**src/rtl/lib_switch_onehot_fifo.sv**
```systemverilog
// ---------------------------------------------------------------------------
// lib_switch_onehot_fifo
//   NxM one-hot crossbar with a DEPTH-entry elastic FIFO on every output.
//   The allocator drives a one-hot select row per output. Rows with more than
//   one bit set are treated as "select nothing" and flagged in a sticky error.
//   Multicast (one input feeding several outputs) is lock-step: the input is
//   only ready when every FIFO it feeds has room, so a word lands in all of
//   them on the same edge or in none.
//
// Ports
//   clk, reset_n   clock (rising edge), asynchronous active-low reset
//   ce             clock enable; low freezes state and blocks all transfers
//   i_sel          [0:M-1][0:N-1] select matrix, i_sel[m][n] = out m takes in n
//   i_data         [0:N-1][WIDTH-1:0] input words
//   i_valid        [0:N-1] input word valid
//   o_ready        [0:N-1] input may transfer this cycle
//   o_data         [0:M-1][WIDTH-1:0] FIFO head, zero when empty
//   o_valid        [0:M-1] FIFO non-empty
//   i_ready        [0:M-1] downstream accepts the head word
//   i_err_clr      clears all sticky select errors
//   o_sel_err      [0:M-1] sticky: select row m had more than one bit set
// ---------------------------------------------------------------------------

// ---------------------------------------------------------------------------
// lib_switch_onehot_fifo_lane
//   One output FIFO. The caller never pushes when full nor pops when empty,
//   so no internal guarding is needed. Storage is not reset: the head is
//   masked to zero while empty, so stale contents are never visible.
//
// Ports
//   push, push_data   write one word at the tail
//   pop               advance the head
//   full              count == DEPTH (registered)
//   not_empty         count != 0 (registered)
//   head_data         word at the head, zero when empty
// ---------------------------------------------------------------------------
module lib_switch_onehot_fifo_lane #(
   parameter int WIDTH = 32,
   parameter int DEPTH = 2
) (
   input  logic             clk,
   input  logic             reset_n,
   input  logic             push,
   input  logic [WIDTH-1:0] push_data,
   input  logic             pop,
   output logic             full,
   output logic             not_empty,
   output logic [WIDTH-1:0] head_data
);
   localparam int PW = $clog2(DEPTH);
   localparam int CW = PW + 1;
   localparam logic [CW-1:0] FULL_CNT = CW'(DEPTH);

   logic [WIDTH-1:0] mem_q [DEPTH];
   logic [PW-1:0]    wr_ptr_q, wr_ptr_d;
   logic [PW-1:0]    rd_ptr_q, rd_ptr_d;
   logic [CW-1:0]    cnt_q, cnt_d;

   // Pointers are exactly log2(DEPTH) bits, so they wrap for free.
   always_comb begin
      wr_ptr_d = wr_ptr_q;
      rd_ptr_d = rd_ptr_q;
      cnt_d    = cnt_q;
      if (push) wr_ptr_d = wr_ptr_q + PW'(1);
      if (pop)  rd_ptr_d = rd_ptr_q + PW'(1);
      case ({push, pop})
         2'b10:   cnt_d = cnt_q + CW'(1);
         2'b01:   cnt_d = cnt_q - CW'(1);
         default: cnt_d = cnt_q;
      endcase
   end

   always_ff @(posedge clk or negedge reset_n) begin
      if (!reset_n) begin
         wr_ptr_q <= '0;
         rd_ptr_q <= '0;
         cnt_q    <= '0;
      end else begin
         wr_ptr_q <= wr_ptr_d;
         rd_ptr_q <= rd_ptr_d;
         cnt_q    <= cnt_d;
      end
   end

   always_ff @(posedge clk) begin
      if (push) mem_q[wr_ptr_q] <= push_data;
   end

   assign full      = (cnt_q == FULL_CNT);
   assign not_empty = (cnt_q != '0);
   assign head_data = not_empty ? mem_q[rd_ptr_q] : '0;
endmodule

module lib_switch_onehot_fifo #(
   parameter int N     = 5,
   parameter int M     = 5,
   parameter int WIDTH = 32,
   parameter int DEPTH = 2
) (
   input  logic                       clk,
   input  logic                       reset_n,
   input  logic                       ce,
   input  logic [0:M-1][0:N-1]        i_sel,
   input  logic [0:N-1][WIDTH-1:0]    i_data,
   input  logic [0:N-1]               i_valid,
   output logic [0:N-1]               o_ready,
   output logic [0:M-1][WIDTH-1:0]    o_data,
   output logic [0:M-1]               o_valid,
   input  logic [0:M-1]               i_ready,
   input  logic                       i_err_clr,
   output logic [0:M-1]               o_sel_err
);
   logic [0:M-1]            sel_legal;
   logic [0:M-1][0:N-1]     eff_sel;    // select rows with illegal rows zeroed
   logic [0:N-1]            routed;     // input feeds at least one output
   logic [0:N-1]            blocked;    // some output it feeds is full
   logic [0:N-1]            fire;
   logic [0:M-1]            full;
   logic [0:M-1]            push;
   logic [0:M-1]            pop;
   logic [0:M-1][WIDTH-1:0] push_data;
   logic [0:M-1]            sel_err_q, sel_err_d;

   // An illegal row simply drops out of the matrix: that output idles and
   // the inputs it named see no routing from it.
   always_comb begin
      sel_legal = '0;
      eff_sel   = '0;
      for (int m = 0; m < M; m++) begin
         sel_legal[m] = ($countones(i_sel[m]) <= 1);
         eff_sel[m]   = sel_legal[m] ? i_sel[m] : '0;
      end
   end

   // Ready looks only at the select matrix, ce and registered FIFO counts,
   // never at valid/ready, so there is no combinational path through the
   // handshake and a full FIFO refuses a push even while it is popping.
   always_comb begin
      routed  = '0;
      blocked = '0;
      for (int n = 0; n < N; n++) begin
         for (int m = 0; m < M; m++) begin
            routed[n]  = routed[n]  | eff_sel[m][n];
            blocked[n] = blocked[n] | (eff_sel[m][n] & full[m]);
         end
      end
      o_ready = {N{ce}} & routed & ~blocked;
      fire    = i_valid & o_ready;
   end

   // A legal row has at most one bit, so at most one input can drive each
   // FIFO's write port in a cycle.
   always_comb begin
      push      = '0;
      push_data = '0;
      for (int m = 0; m < M; m++) begin
         for (int n = 0; n < N; n++) begin
            if (eff_sel[m][n] && fire[n]) begin
               push[m]      = 1'b1;
               push_data[m] = i_data[n];
            end
         end
      end
      pop = {M{ce}} & o_valid & i_ready;
   end

   for (genvar m = 0; m < M; m++) begin : g_lane
      lib_switch_onehot_fifo_lane #(
         .WIDTH (WIDTH),
         .DEPTH (DEPTH)
      ) u_lane (
         .clk       (clk),
         .reset_n   (reset_n),
         .push      (push[m]),
         .push_data (push_data[m]),
         .pop       (pop[m]),
         .full      (full[m]),
         .not_empty (o_valid[m]),
         .head_data (o_data[m])
      );
   end

   // Sticky select error: a fresh illegal select wins over a clear.
   always_comb begin
      sel_err_d = sel_err_q;
      if (ce) sel_err_d = ~sel_legal | (sel_err_q & ~{M{i_err_clr}});
   end

   always_ff @(posedge clk or negedge reset_n) begin
      if (!reset_n) sel_err_q <= '0;
      else          sel_err_q <= sel_err_d;
   end

   assign o_sel_err = sel_err_q;
endmodule

```
**config.mk**
```make
export PLATFORM = sky130hd
export DESIGN_NAME = lib_switch_onehot_fifo
export DESIGN_NICKNAME = d
export VERILOG_FILES = /design/src/rtl/lib_switch_onehot_fifo.sv
export SDC_FILE = /design/constraint.sdc
export NUM_CORES = 1
export LEC_CHECK = 0
export ABC_AREA = 1
export CAP_MARGIN = 5
export CELL_PAD_IN_SITES_DETAIL_PLACEMENT = 1
export CELL_PAD_IN_SITES_GLOBAL_PLACEMENT = 2
export CORE_AREA = 2 2 289 291
export CTS_CLUSTER_DIAMETER = 150
export DETAILED_ROUTE_END_ITERATION = 8
export DIE_AREA = 0 0 291 293
export HOLD_SLACK_MARGIN = 0.05
export PLACE_DENSITY_LB_ADDON = 0.1
export SYNTH_ARGS = -nofsm -noshare
export SYNTH_HDL_FRONTEND = slang
export SYNTH_SLANG_ARGS = --single-unit
```
**constraint.sdc**
```tcl
create_clock -name clk -period 3.3 [get_ports clk]
set_input_delay 0.66 -clock clk [delete_from_list [all_inputs] [get_ports clk]]
set_output_delay 0.66 -clock clk [all_outputs]
set_load 0.005 [all_outputs]
```
==> impl_metrics.env <==
export IMPL_totalPowerFinal_mw=20.8
export IMPL_yosysMostFrequentCell="nand2_1"
export IMPL_port_buffers=373
export IMPL_antenna_found_initial=6
export IMPL_power_density_mw_per_mm2=615
export IMPL_yosysWarnings=0
export IMPL_die_y_um=293
export IMPL_grt_pass1_wl_mm=170
export IMPL_r2r_slack_ps=430
export IMPL_fin_nets=3959
export IMPL_yosysUniqueCellTypes=35
export IMPL_viasPerCell=5.15
export IMPL_clock_power_share=0.224
export IMPL_slew_violations=0
export IMPL_ys_flop_type="edfxtp_1"
export IMPL_drive_above_1_share=0.190
export IMPL_whs_ps=490
export IMPL_clock_latency_ps=600
export IMPL_rows=105
export IMPL_tightestPinTransition_ps=855
export IMPL_crit_family="adder cells"
export IMPL_synthCells=3178
export IMPL_drtIter0Drc=1967
export IMPL_antenna_left=0
export IMPL_numCtsBuffers=44
export IMPL_tns_ps=-65750
export IMPL_violations="negative setup slack"
export IMPL_place_congestion=0.918
export IMPL_clkSlewWorstSetupHoldPaths_ps=60
export IMPL_start_util=0.279
export IMPL_crit_chain="buf_8 -> fa_1 -> inv_2 -> fa_2 -> inv_2 -> ha_4 -> nor2_4 -> buf_6 -> buf_6 -> nand2_4 -> nand2_2 -> nor2_2 -> nand2_2 -> nand2_2 -> nor2_4 -> buf_6"
export IMPL_cts_max_path_buffers=3
export IMPL_area_delta_synth_final_pct=48.0
export IMPL_fin_ws_ps=-268
export IMPL_pwr_share_comb=0.500
export IMPL_end_kind="output port"
export IMPL_cp_slowest_cell="fa_1"
export IMPL_io_pins=374
export IMPL_start_kind="input port"
export IMPL_slowest_delay_ps=540
export IMPL_skew_ps=34.1
export IMPL_path_buf_inv=6
export IMPL_p_leak_nw=14.8
export IMPL_async_reset_ff_frac=0.0725
export IMPL_coreArea_mm2=0.0818
export IMPL_fillers=9691
export IMPL_cp_required_ps=2640
export IMPL_htree_levels=2
export IMPL_rsz0062_at_grt="true"
export IMPL_cts_hold_fix_buffers=0
export IMPL_via_count=24949
export IMPL_ys_ff_latch=345
export IMPL_grt_overflow_total=0
export IMPL_status="finished, violations left"
export IMPL_cts_root_buf="clkbuf_16"
export IMPL_swShare=0.396
export IMPL_setup_viol=636
export IMPL_arrival_ps=2910
export IMPL_fin_crit_ps=3570
export IMPL_synth_top_cell_area_share=0.421
export IMPL_dr_pass1_iters=5
export IMPL_cts_tree="yes"
export IMPL_dieArea_mm2=0.0853
export IMPL_cts_sinks=345
export IMPL_avgSynthCellArea_um2=7.19
export IMPL_synthTopCellsByArea="edfxtp_1 42%, nand2_1 21%, a21oi_1 11%"
export IMPL_synth_edf_count=320
export IMPL_first_global_vias=24464
export IMPL_seq_area_frac_synth=0.448
export IMPL_synth_top_cells_by_count="1280 x nand2_1, 483 x a21oi_1, 320 x edfxtp_1"
export IMPL_slew_headroom=0.429
export IMPL_grt_max_degree=81
export IMPL_cellInternalPower_mw=12.6
export IMPL_fin_cells=4846
export IMPL_wl_per_cell_um=25.4
export IMPL_die_w_um=291
export IMPL_p_seq_frac=0.276
export IMPL_synth_top_area_cell="edfxtp_1"
export IMPL_dpl_cell_count=4666
export IMPL_switchingPower_mw=8.24
export IMPL_route_detailed_drc=0
export IMPL_multiInputGateArea_mm2=0.0118
export IMPL_max_freq_ghz=0.280
export IMPL_crit_type="in -> out"
export IMPL_min_path_type="reg -> reg"
export IMPL_syn_cell_area_mm2=0.0228
export IMPL_peakVddDrop_uv=382
export IMPL_worstPathMaxFanout=5
export IMPL_grtUsageTotal=0.272
export IMPL_hpwlAfterDp_mm=90.9
export IMPL_fin_crit_sh=1.08
export IMPL_regArea_mm2=0.0102
export IMPL_drt_wl_total_mm=123
export IMPL_hold_viol_final=0
export IMPL_cap_violations=0
export IMPL_synth_nets=3396
## cell type report
cell class | instances | area share
multi-input cells | 2420 | 0.348
repair buffers | 753 | 0.247
well taps | 1070 | 0.0396
clock buffers | 51 | 0.0340
diodes | 1 | 0.0000740
inverters | 177 | 0.0204
flip-flops and latches | 345 | 0.303
clock inverters | 29 | 0.00759
## per-layer routing
| layer | global-route usage | wire [um] | vias to the layer above |
|---|---|---|---|
| li1 | - | - | 11629 |
| met1 | 0.366 | 54800 | 12280 |
| met2 | 0.436 | 55900 | 834 |
| met3 | 0.0458 | 7460 | 204 |
| met4 | 0.102 | 4960 | 2 |
| met5 | 0.00170 | 8 | - |
## repair_timing
| item | in CTS | in global routing |
|---|---|---|
| resized for setup | 224 | 145 |
| setup endpoints to repair | 670 | 706 |
| pin swaps | 54 | 63 |
| buffers inserted | 43 | 27 |
| hold endpoints to repair | 0 | 0 |
| cloned | 9 | 23 |
## logic make-up (layout without fill, tap and decap cells)
group / count (synthesis) / after routing / synth area share
compound gates: 532 / 532 / 0.117
xor+xnor: 16 / 16 / 0.00614
fa+ha+maj: 19 / 19 / 0.0134
buf+inv: 413 / 1010 / 0.0792
flops: 345 / 345 / 0.448
other cells: 0 / 1 / 0
simple gates: 1853 / 1853 / 0.336
## sequential cells by signal (all words and copies together), names as in the netlist
register	count
o_sel_err	5
g_lane.u_lane.wr_ptr_q	5
g_lane.u_lane.mem_q	320
g_lane.u_lane.cnt_q	10
g_lane.u_lane.rd_ptr_q	5
## tightest hold or removal path: stages, from the launching register on
cell     delay [ps]
dfrtp_1         350
nand2_1          60
nand2_1          60
## power groups by stage
stage / clock (mW) / sequential (mW) / combinational [mW]
final: 4.67 / 5.74 / 10.4
after global routing: 4.93 / 5.78 / 11.1
after floorplan: 0 / 5.72 / 3.84
after detailed placement: 0 / 5.82 / 9.59
after CTS: 4.78 / 5.74 / 10.0
after global placement: 0 / 5.79 / 9.47
## path summary, 6_finish.rpt
path	startpoint	endpoint	cells past startpoint
worst max-delay path	i_sel[3]	o_ready[1]	16
worst min-delay path	g_lane[2].u_lane.wr_ptr_q$_DFFE_PN0N_	g_lane[2].u_lane.wr_ptr_q$_DFFE_PN0N_	2
worst max register to register	g_lane[2].u_lane.cnt_q[0]$_DFFE_PN0P_	g_lane[3].u_lane.mem_q[0][3]$_DFFE_PP_	12
worst min register to register	g_lane[2].u_lane.wr_ptr_q$_DFFE_PN0N_	g_lane[2].u_lane.wr_ptr_q$_DFFE_PN0N_	2
max in group asynchronous	reset_n	g_lane[4].u_lane.rd_ptr_q$_DFFE_PN0P_	2
min in group asynchronous	reset_n	g_lane[2].u_lane.cnt_q[0]$_DFFE_PN0P_	2
## stage by stage
stage	cell area, um^2	worst slack, ps	util
after floorplan	23100	-456	-
after global placement	30100	-1130	0.368
after detailed placement	30100	-1190	0.368
after CTS	32600	-342	0.399
after global routing	33800	-381	0.413
final	33800	-268	0.413
## layout by cell type (no fill, tap or decap), types with 4 or more instances in the layout
master / synthesis / layout
a21oi_1: 483 / 471
a21oi_2: 1 / 13
buf_12: 0 / 88
buf_16: 0 / 6
buf_2: 90 / 6
buf_4: 36 / 219
buf_6: 1 / 46
buf_8: 0 / 11
clkbuf_1: 106 / 6
clkbuf_16: 0 / 63
clkdlybuf4s50_1: 0 / 351
clkinv_1: 5 / 14
clkinv_2: 0 / 5
clkinv_4: 0 / 5
clkinvlp_4: 0 / 8
dfrtp_1: 25 / 25
edfxtp_1: 320 / 320
fa_1: 9 / 5
fa_2: 0 / 4
ha_4: 0 / 10
inv_1: 159 / 143
inv_2: 13 / 23
nand2_1: 1280 / 1190
nand2_2: 5 / 79
nand2_4: 1 / 16
nand3_1: 68 / 49
nand3_2: 2 / 16
nand3_4: 1 / 6
nand4_1: 169 / 169
nor2_1: 300 / 255
nor2_2: 10 / 25
nor2_4: 8 / 38
o21ai_0: 39 / 34
o21ai_1: 8 / 6
o21ai_4: 0 / 5
xnor2_1: 6 / 6
xor2_1: 10 / 10
(Power assumes the default switching activity.)
